## src/rtl/cpu_feeder_pkg.sv

```systemverilog
// Shared types and constants for the CPU instruction feeder: state encoding,
// opcode field width and the default halt opcode.
package cpu_feeder_pkg;

    typedef enum logic [1:0] {
        ST_IDLE = 2'd0,
        ST_RUN  = 2'd1,
        ST_HALT = 2'd2
    } feeder_state_e;

    localparam int              OPC_W            = 4;
    localparam logic [OPC_W-1:0] HALT_OPC_DEFAULT = 4'hC;

endpackage

```

## src/rtl/cpu_ins_feeder_phase.sv

```systemverilog
// CPU phase strobe generator: en2 pulses for one cycle after the divider
// counter reaches PHASE_DIV-1; counting only advances while en is high.
module phase_strobe_gen #(
    parameter int PHASE_DIV = 2
) (
    input  logic clk,
    input  logic rst,
    input  logic clr,
    input  logic en,
    output logic en2
);

    localparam int               CNT_W   = $clog2(PHASE_DIV);
    localparam logic [CNT_W-1:0] CNT_MAX = CNT_W'(PHASE_DIV - 1);

    logic [CNT_W-1:0] cnt_q;
    logic             en2_q;

    always_ff @(posedge clk) begin
        if (rst || clr) begin
            cnt_q <= '0;
            en2_q <= 1'b0;
        end else if (en) begin
            en2_q <= (cnt_q == CNT_MAX);
            cnt_q <= (cnt_q == CNT_MAX) ? '0 : cnt_q + 1'b1;
        end else begin
            // paused: count frozen, no strobe
            en2_q <= 1'b0;
        end
    end

    assign en2 = en2_q;

endmodule

```

## src/rtl/cpu_ins_feeder.sv

```systemverilog
// Loadable program store feeding a 16-bit CPU on fetch requests, with halt
// opcode detection, loop mode and a phase strobe. Optional fetch counter
// port enabled by macro CPU_FEEDER_FETCH_CNT_EN.
module cpu_ins_feeder
    import cpu_feeder_pkg::*;
#(
    parameter int               DATA_W    = 16,
    parameter int               DEPTH     = 16,
    parameter int               ADDR_W    = $clog2(DEPTH),
    parameter int               PHASE_DIV = 2,
    parameter logic [OPC_W-1:0] HALT_OPC  = HALT_OPC_DEFAULT
) (
    input  logic              clk,
    input  logic              rst,
    input  logic              en_in,
    input  logic              load_en,
    input  logic [ADDR_W-1:0] load_addr,
    input  logic [DATA_W-1:0] load_data,
    input  logic              start,
    input  logic              loop_mode,
    input  logic              en_fetch,
    output logic [DATA_W-1:0] ins,
    output logic              ins_valid,
    output logic              en2,
    output logic [ADDR_W-1:0] pc_out,
    output logic              halted,
    output logic              load_err
`ifdef CPU_FEEDER_FETCH_CNT_EN
    ,
    output logic [15:0]       fetch_cnt
`endif
);

    feeder_state_e     state_q, state_d;
    logic [ADDR_W-1:0] pc_q, pc_d;
    logic [ADDR_W:0]   len_q, len_d;
    logic [DATA_W-1:0] ins_q, ins_d;
    logic              ins_valid_q, ins_valid_d;
    logic              halted_q, halted_d;
    logic              load_err_q, load_err_d;

    logic [DATA_W-1:0] mem [DEPTH];
    logic [DATA_W-1:0] rd_word_q;
    logic [ADDR_W-1:0] rd_addr;
    logic [ADDR_W:0]   load_end;

    logic load_ok, fetch_ok, start_ok, is_halt_word;

    assign load_ok      = load_en && (state_q != ST_RUN);
    assign fetch_ok     = (state_q == ST_RUN) && en_in && en_fetch;
    assign start_ok     = start && (state_q != ST_RUN);
    assign is_halt_word = (rd_word_q[DATA_W-1 -: OPC_W] == HALT_OPC);
    assign load_end     = {1'b0, load_addr} + (ADDR_W+1)'(1);

    always_comb begin
        state_d     = state_q;
        pc_d        = pc_q;
        len_d       = len_q;
        ins_d       = ins_q;
        ins_valid_d = ins_valid_q;
        load_err_d  = load_en && (state_q == ST_RUN);

        // the load lands before a simultaneous start sees the length
        if (load_ok && (load_end > len_q)) begin
            len_d = load_end;
        end

        if (start_ok) begin
            pc_d        = '0;
            ins_valid_d = 1'b0;
            state_d     = (len_d == '0) ? ST_HALT : ST_RUN;
        end else if (fetch_ok) begin
            ins_d       = rd_word_q;
            ins_valid_d = 1'b1;
            if (is_halt_word) begin
                state_d = ST_HALT;
            end else if ({1'b0, pc_q} == len_q - 1'b1) begin
                if (loop_mode) begin
                    pc_d = '0;
                end else begin
                    state_d = ST_HALT;
                end
            end else begin
                pc_d = pc_q + 1'b1;
            end
        end

        halted_d = (state_d == ST_HALT);
    end

    always_ff @(posedge clk) begin
        if (rst) begin
            state_q     <= ST_IDLE;
            pc_q        <= '0;
            len_q       <= '0;
            ins_q       <= '0;
            ins_valid_q <= 1'b0;
            halted_q    <= 1'b0;
            load_err_q  <= 1'b0;
        end else begin
            state_q     <= state_d;
            pc_q        <= pc_d;
            len_q       <= len_d;
            ins_q       <= ins_d;
            ins_valid_q <= ins_valid_d;
            halted_q    <= halted_d;
            load_err_q  <= load_err_d;
        end
    end

    // Registered read addressed by the next pc, so rd_word_q always mirrors
    // mem[pc_q]; a same-edge write to that address is forwarded.
    assign rd_addr = rst ? '0 : pc_d;

    always_ff @(posedge clk) begin
        if (load_ok) begin
            mem[load_addr] <= load_data;
        end
        rd_word_q <= (load_ok && (load_addr == rd_addr)) ? load_data : mem[rd_addr];
    end

    phase_strobe_gen #(
        .PHASE_DIV (PHASE_DIV)
    ) u_phase (
        .clk (clk),
        .rst (rst),
        .clr (start_ok),
        .en  ((state_q == ST_RUN) && en_in),
        .en2 (en2)
    );

`ifdef CPU_FEEDER_FETCH_CNT_EN
    logic [15:0] fetch_cnt_q;

    always_ff @(posedge clk) begin
        if (rst || start) begin
            fetch_cnt_q <= '0;
        end else if (fetch_ok && (fetch_cnt_q != 16'hFFFF)) begin
            fetch_cnt_q <= fetch_cnt_q + 16'd1;
        end
    end

    assign fetch_cnt = fetch_cnt_q;
`endif

    assign ins       = ins_q;
    assign ins_valid = ins_valid_q;
    assign pc_out    = pc_q;
    assign halted    = halted_q;
    assign load_err  = load_err_q;

endmodule

```

## config.mk

```make
export PLATFORM = sky130hd
export DESIGN_NAME = cpu_ins_feeder
export DESIGN_NICKNAME = d
export VERILOG_FILES = /design/src/rtl/cpu_feeder_pkg.sv /design/src/rtl/cpu_ins_feeder_phase.sv /design/src/rtl/cpu_ins_feeder.sv
export SDC_FILE = /design/constraint.sdc
export NUM_CORES = 1
export LEC_CHECK = 0
export ABC_AREA = 1
export BUFFER_PORTS_ARGS = -buffer_cell sky130_fd_sc_hd__buf_2
export CELL_PAD_IN_SITES_DETAIL_PLACEMENT = 0
export CELL_PAD_IN_SITES_GLOBAL_PLACEMENT = 1
export CORE_MARGIN = 1.5
export CORE_UTILIZATION = 50
export DETAILED_ROUTE_END_ITERATION = 6
export PLACE_DENSITY_LB_ADDON = 0.1
export SLEW_MARGIN = 20
export SYNTH_ARGS = -nofsm -noshare
export SYNTH_HDL_FRONTEND = slang
export SYNTH_HIERARCHICAL = 1
export SYNTH_SLANG_ARGS = --single-unit
```

## constraint.sdc

```tcl
create_clock -name clk -period 3.1 [get_ports clk]
set_clock_uncertainty 0.2 [all_clocks]
set_input_delay 0.155 -clock clk [delete_from_list [all_inputs] [get_ports clk]]
set_output_delay 0.155 -clock clk [all_outputs]
set_load 0.02 [all_outputs]
```

# Word level (Yosys, flattened, before mapping)
# Memories as Yosys holds them, arrays and structs flattened. A register that Yosys moved wholly into a read port is not among the register bits.
# Cells that the tools add are included.
[classes]
add_sub_neg = 4
n_lt_le_gt_ge = 1
n_eq_ne = 5
muxes = 16
bitwise = 2
reduce_logical = 11
[ops]
columns = ["cell", "n"]
rows = [
  ["4-bit 2-to-1 mux", 6],
  ["2-bit 2-to-1 mux", 6],
  ["1-bit logical AND", 6],
  ["4-bit by 1-bit adder with 5-bit output, second input constant", 1],
  ["4-bit by 5-bit equality test with 1-bit output", 1],
  ["5-bit greater-than comparator", 1],
  ["5-bit logical NOT", 1],
  ["5-bit 2-to-1 mux", 1],
  ["5-bit by 1-bit subtractor with 5-bit output, second input constant", 1],
  ["4-bit by 1-bit adder with 4-bit output, second input constant", 1],
  ["4-bit equality test, second input constant", 1],
  ["2-bit OR reduction", 2],
  ["1-bit 2-to-1 mux", 3],
  ["2-bit by 1-bit equality test with 1-bit output, second input constant", 1],
  ["2-bit equality test, second input constant", 1],
  ["2-bit by 1-bit != test with 1-bit output, second input constant", 1],
  ["1-bit NOT", 2],
  ["2-bit AND reduction", 1],
  ["1-bit adder, second input constant", 1],
  ["1-bit logical OR", 1],
]
[word_totals]
ff_bits = 32
ram_bits = 256
mem_count = 1
[memory_table]
columns = ["memory", "words", "width", "read_ports", "rd_ports_with_merged_regs", "wr", "line_no", "source"]
rows = [
  ["mem", 16, 16, 1, 1, 1, "cpu_ins_feeder.sv:42", "logic [DATA_W-1:0] mem [DEPTH];"],
]

# Depth between registers and ports, before layout
[depth]
word_depth = 8
ltp_mapped = 18
depth_no_buf = 18

# By module
# Netlist, hierarchy kept.
[modules_own_cells]
columns = ["mod", "n_inst", "cells_each", "area_each_um2", "seq_area_each_um2"]
rows = [
  ["cpu_ins_feeder", 1, 983, 11706.2, 8287.9],
  ["phase_strobe_gen", 1, 10, 72.6, 40.0],
]

# Least setup slack after synthesis
# Ideal clock, no wire load.
[synth_timing]
path_kind = "reg2reg"
from = "register state_q[1]"
to = "memory mem[11][0], enable pin"
t_arrival_ns = 1.798
required_time_ns = 2.491
path_slack_ns = 0.693
path_stages_with_launch = 7
period_less_slack_ns = 2.407
cell_sequence = "dfxtp_1 > inv_2 > nand2_1 > inv_2 > nor2_4 > inv_2 > nor3_1"
[synth_via]
elab_chain_len = 4
[synth_rtl]
columns = ["item", "line_no", "source"]
rows = [
  ["from (decl)", "cpu_ins_feeder.sv:34", "feeder_state_e state_q, state_d;"],
  ["from (signal assigned)", "cpu_ins_feeder.sv:101", "state_q <= state_d;"],
  ["2-bit by 1-bit != test with 1-bit output", "cpu_ins_feeder.sv:49", "assign load_ok = load_en && (state_q != ST_RUN);"],
  ["1-bit logical AND", "cpu_ins_feeder.sv:49", ""],
  ["1-bit 2-to-1 mux", "cpu_ins_feeder.sv:116", "if (load_ok) begin"],
  ["1-bit 2-to-1 mux (not written as such)", "cpu_ins_feeder.sv:117", "mem[load_addr] <= load_data;"],
  ["to (decl)", "cpu_ins_feeder.sv:42", ""],
]
# Every way passes these cells.

# Final worst setup path
[layout_timing]
from = "input port load_addr[0]"
to = "register len_q[3]"
[layout_via]
elab_chain_len = 4
[layout_rtl]
columns = ["item", "line_no", "source"]
rows = [
  ["from (decl)", "cpu_ins_feeder.sv:17", "input logic [ADDR_W-1:0] load_addr,"],
  ["4-bit by 1-bit adder with 5-bit output *", "cpu_ins_feeder.sv:53", "assign load_end = {1'b0, load_addr} + (ADDR_W+1)'(1);"],
  ["5-bit greater-than comparator", "cpu_ins_feeder.sv:64", "if (load_ok && (load_end > len_q)) begin"],
  ["1-bit logical AND", "cpu_ins_feeder.sv:64", ""],
  ["5-bit 2-to-1 mux *", "cpu_ins_feeder.sv:64", ""],
  ["to (signal assigned)", "cpu_ins_feeder.sv:103", "len_q <= len_d;"],
  ["to (decl)", "cpu_ins_feeder.sv:36", "logic [ADDR_W:0] len_q, len_d;"],
]
# Every way passes the cells marked *; elsewhere a longest branch is shown, timed or not.
# A chain may end at the register's enable or synchronous reset.

==> out/metrics.yaml <==
ys_seq_elements: 288
synth.most_common_cell: "edfxtp_1"
finalCriticalPeriod_ns: 2.80
critPathMaxFanout: 9
fin_nets: 1113
clockRootBuffer: "clkbuf_16"
min_from: "load_addr[3]"
slew_headroom_pct: 43.0
whs_ns: 0.0226
port_buffers: 50
antenna_cells: 0
drt_drc_violations_left: 0
multi_input_area_sq_mm: 0.00292
yosys_warnings: 6
syn_inst: 993
cts_tree: "built"
fillers: 1870
synth.top_cell.area_share_pct: 65.3
core_sq_mm: 0.0228
start_kind: "input port"
synthFlopType: "edfxtp_1"
synth_commonest_cells: "edfxtp_1, nand2_1, nor2_1"
reg2reg_setup_slack_ns: 0.36
setup_viol: 0
reg2reg_to: "halted"
timing.final.crit_share_pct: 90.4
crit_start: "load_addr[0]"
routabilityCongestion: 0.772
worstPathRequired_ns: 3.40
layout-drive-gt1-share_pct: 14.2
tightest_slew_ns: 0.855
num_vias: 7682
setup_tns_ns: 0
grt_pass1_vias: 7270
hold_viol: 0
worst-setup-path-type: "in2reg"
p_per_area_mw_per_mm2: 607
wl_um: 28900
rows: 55
hp-class: "in2reg"
worst-endpoint-arrival_ns: 3.11
die_area_sq_mm: 0.0245
die_w_um: 156
grt_usage_pct: 24.0
cp-endpoint: "len_q[3]"
synth_cell_types: 33
vias_per_cell: 5.44
drv_cap: 0
yosysSeqAreaShare_pct: 70.7
peakVddDrop_mv: 0.471
overflow: 0
synth-edff-count: 256
insertion_delay_ns: 0.57
detail_route.wl_per_cell_um: 20.5
detail-route-antenna-nets: 0
die_h_um: 156
clockBufferDepth: 3
synth_top_area_cell: "edfxtp_1"
grt_pass1_wl_um: 43200
maxSlewViolCount: 0
drt_pass1_iterations: 5
cts_buffers: 30
avgSynthCellArea_sq_um: 11.9
synth_area_sq_mm: 0.0118
place_hpwl_um: 15200
seqCellArea_sq_mm: 0.00833
status: "completed"
clk_pin_slew_ns: 0.06
grt_max_degree: 134
area_delta_synth_final_pct: 16.4
synth_nets: 1031
p_leak_nw: 5.08
cts_setup_buffers: 0
r2r_start: "pc_out[0]"
start_util_pct: 51.6
endpoint_kind: "flip-flop"
cts_htree_levels: 1
ys_async_sr_fraction_pct: 0
drt_iter0_markers: 579
pin_count: 51
reg2reg_depth: 15
cts.sinks: 288
timing.fmax_mhz: 357
rsz0062_at_grt: "no"
grt_antenna_before_repair: 0
netlist_top_cells_area: "edfxtp_1, dfxtp_1, nand2_1, nor2_1, o21ai_0"
==> flip-flops by register name, indices dropped and copies added, names as in the netlist <==
register and count:
halted 1, ins 16, ins_valid 1, len_q 5
load_err 1, mem 256, pc_out 4, state_q 2
u_phase/cnt_q 1, u_phase/en2 1
==> area by class of cell <==
cell class / instances / area share [%]
multi-input combinational: 563 / 21.3
tap: 313 / 2.86
clock inverter: 14 / 0.657
inverter: 85 / 2.35
sequential: 288 / 60.8
timing repair buffer: 107 / 5.90
clock buffer: 42 / 6.17
==> kinds of logic (layout without fill, tap and decap cells) <==
group / count (synthesis) / in the layout / share of synthesized area (%)
AO/OA/AOI/OAI: 196 / 196 / 10.3
adder cells (fa/ha/maj): 11 / 11 / 1.17
XOR/XNOR: 8 / 8 / 0.595
AND/OR/NAND/NOR: 348 / 348 / 12.2
flip-flops: 288 / 288 / 70.7
buffers and inverters: 142 / 248 / 4.95
==> metal layers <==
layer | GRT usage, % | share of wire, %
met2 | 40.4 | 47
met3 | 3.02 | 5.8
met1 | 33.5 | 45
met4 | 5.53 | 1.8
met5 | 0 | 0
==> power breakdown <==
part	switching [mW]	total, mW	internal, mW
Sequential	0.0297	4.34	4.31
Combinational	0.420	0.633	0.212
Clock	1.45	3.35	1.90
Total	1.90	8.32	6.42
==> stage by stage <==
step / setup slack (ns) / area (sq um) / instances / utilization (%) / power [mW]
detailed placement: 0.427 / 12500 / 1328 / 54.6 / 5.02
global placement: 0.501 / 12500 / 1328 / 54.6 / 5.01
global route: 0.0809 / 13700 / 1412 / 60.0 / 8.58
floorplan: 0.693 / 11800 / 993 / - / 4.80
finish: 0.296 / 13700 / 1412 / 60.0 / 8.32
CTS: 0.138 / 13700 / 1411 / 59.9 / 8.36
==> worst min-delay path by stage <==
stage,depth (start not counted),to,slack (ns)
2_1_floorplan,0,mem[0][0],0.05
3_3_place_gp,1,ins_valid,0.25
3_5_place_dp,2,u_phase/en2,0.25
4_1_cts,3,mem[8][3],0.002
5_1_grt,3,mem[8][3],0.04
6_report,3,mem[10][6],0.02
==> critical path: stages <==
cell	delay (ns)
dlygate4sd3_1	0.53
buf_2	0.15
ha_1	0.22
inv_1	0.18
nor2_1	0.10
ha_1	0.30
nand2_1	0.07
nor2_1	0.14
nand3b_1	0.10
o211ai_1	0.12
nand2_2	0.16
o21ai_1	0.18
inv_1	0.06
nor2_1	0.08
dlygate4sd3_1	0.54
==> layout by cell type (no fill, tap or decap), drive strengths merged, types with 4 or more instances in the layout <==
| cell type | instances |
|---|---|
| clkinv | 15 |
| buf | 79 |
| o221ai | 34 |
| ha | 11 |
| xnor2 | 4 |
| nor2 | 131 |
| nand2 | 137 |
| edfxtp | 256 |
| a21oi | 6 |
| o211ai | 28 |
| clkbuf | 43 |
| o21bai | 4 |
| nor3 | 5 |
| o22ai | 14 |
| dlygate4sd3 | 27 |
| xor2 | 4 |
| dfxtp | 32 |
| nand3 | 72 |
| inv | 84 |
| o21ai | 107 |
==> timing repair <==
action | in CTS | in global routing
setup endpoints to repair | 0 | 2
hold endpoints to repair | 276 | 0
hold buffers | 27 | 0
resized for setup | 0 | 2
Note: power is estimated with default switching activity, not from simulation.
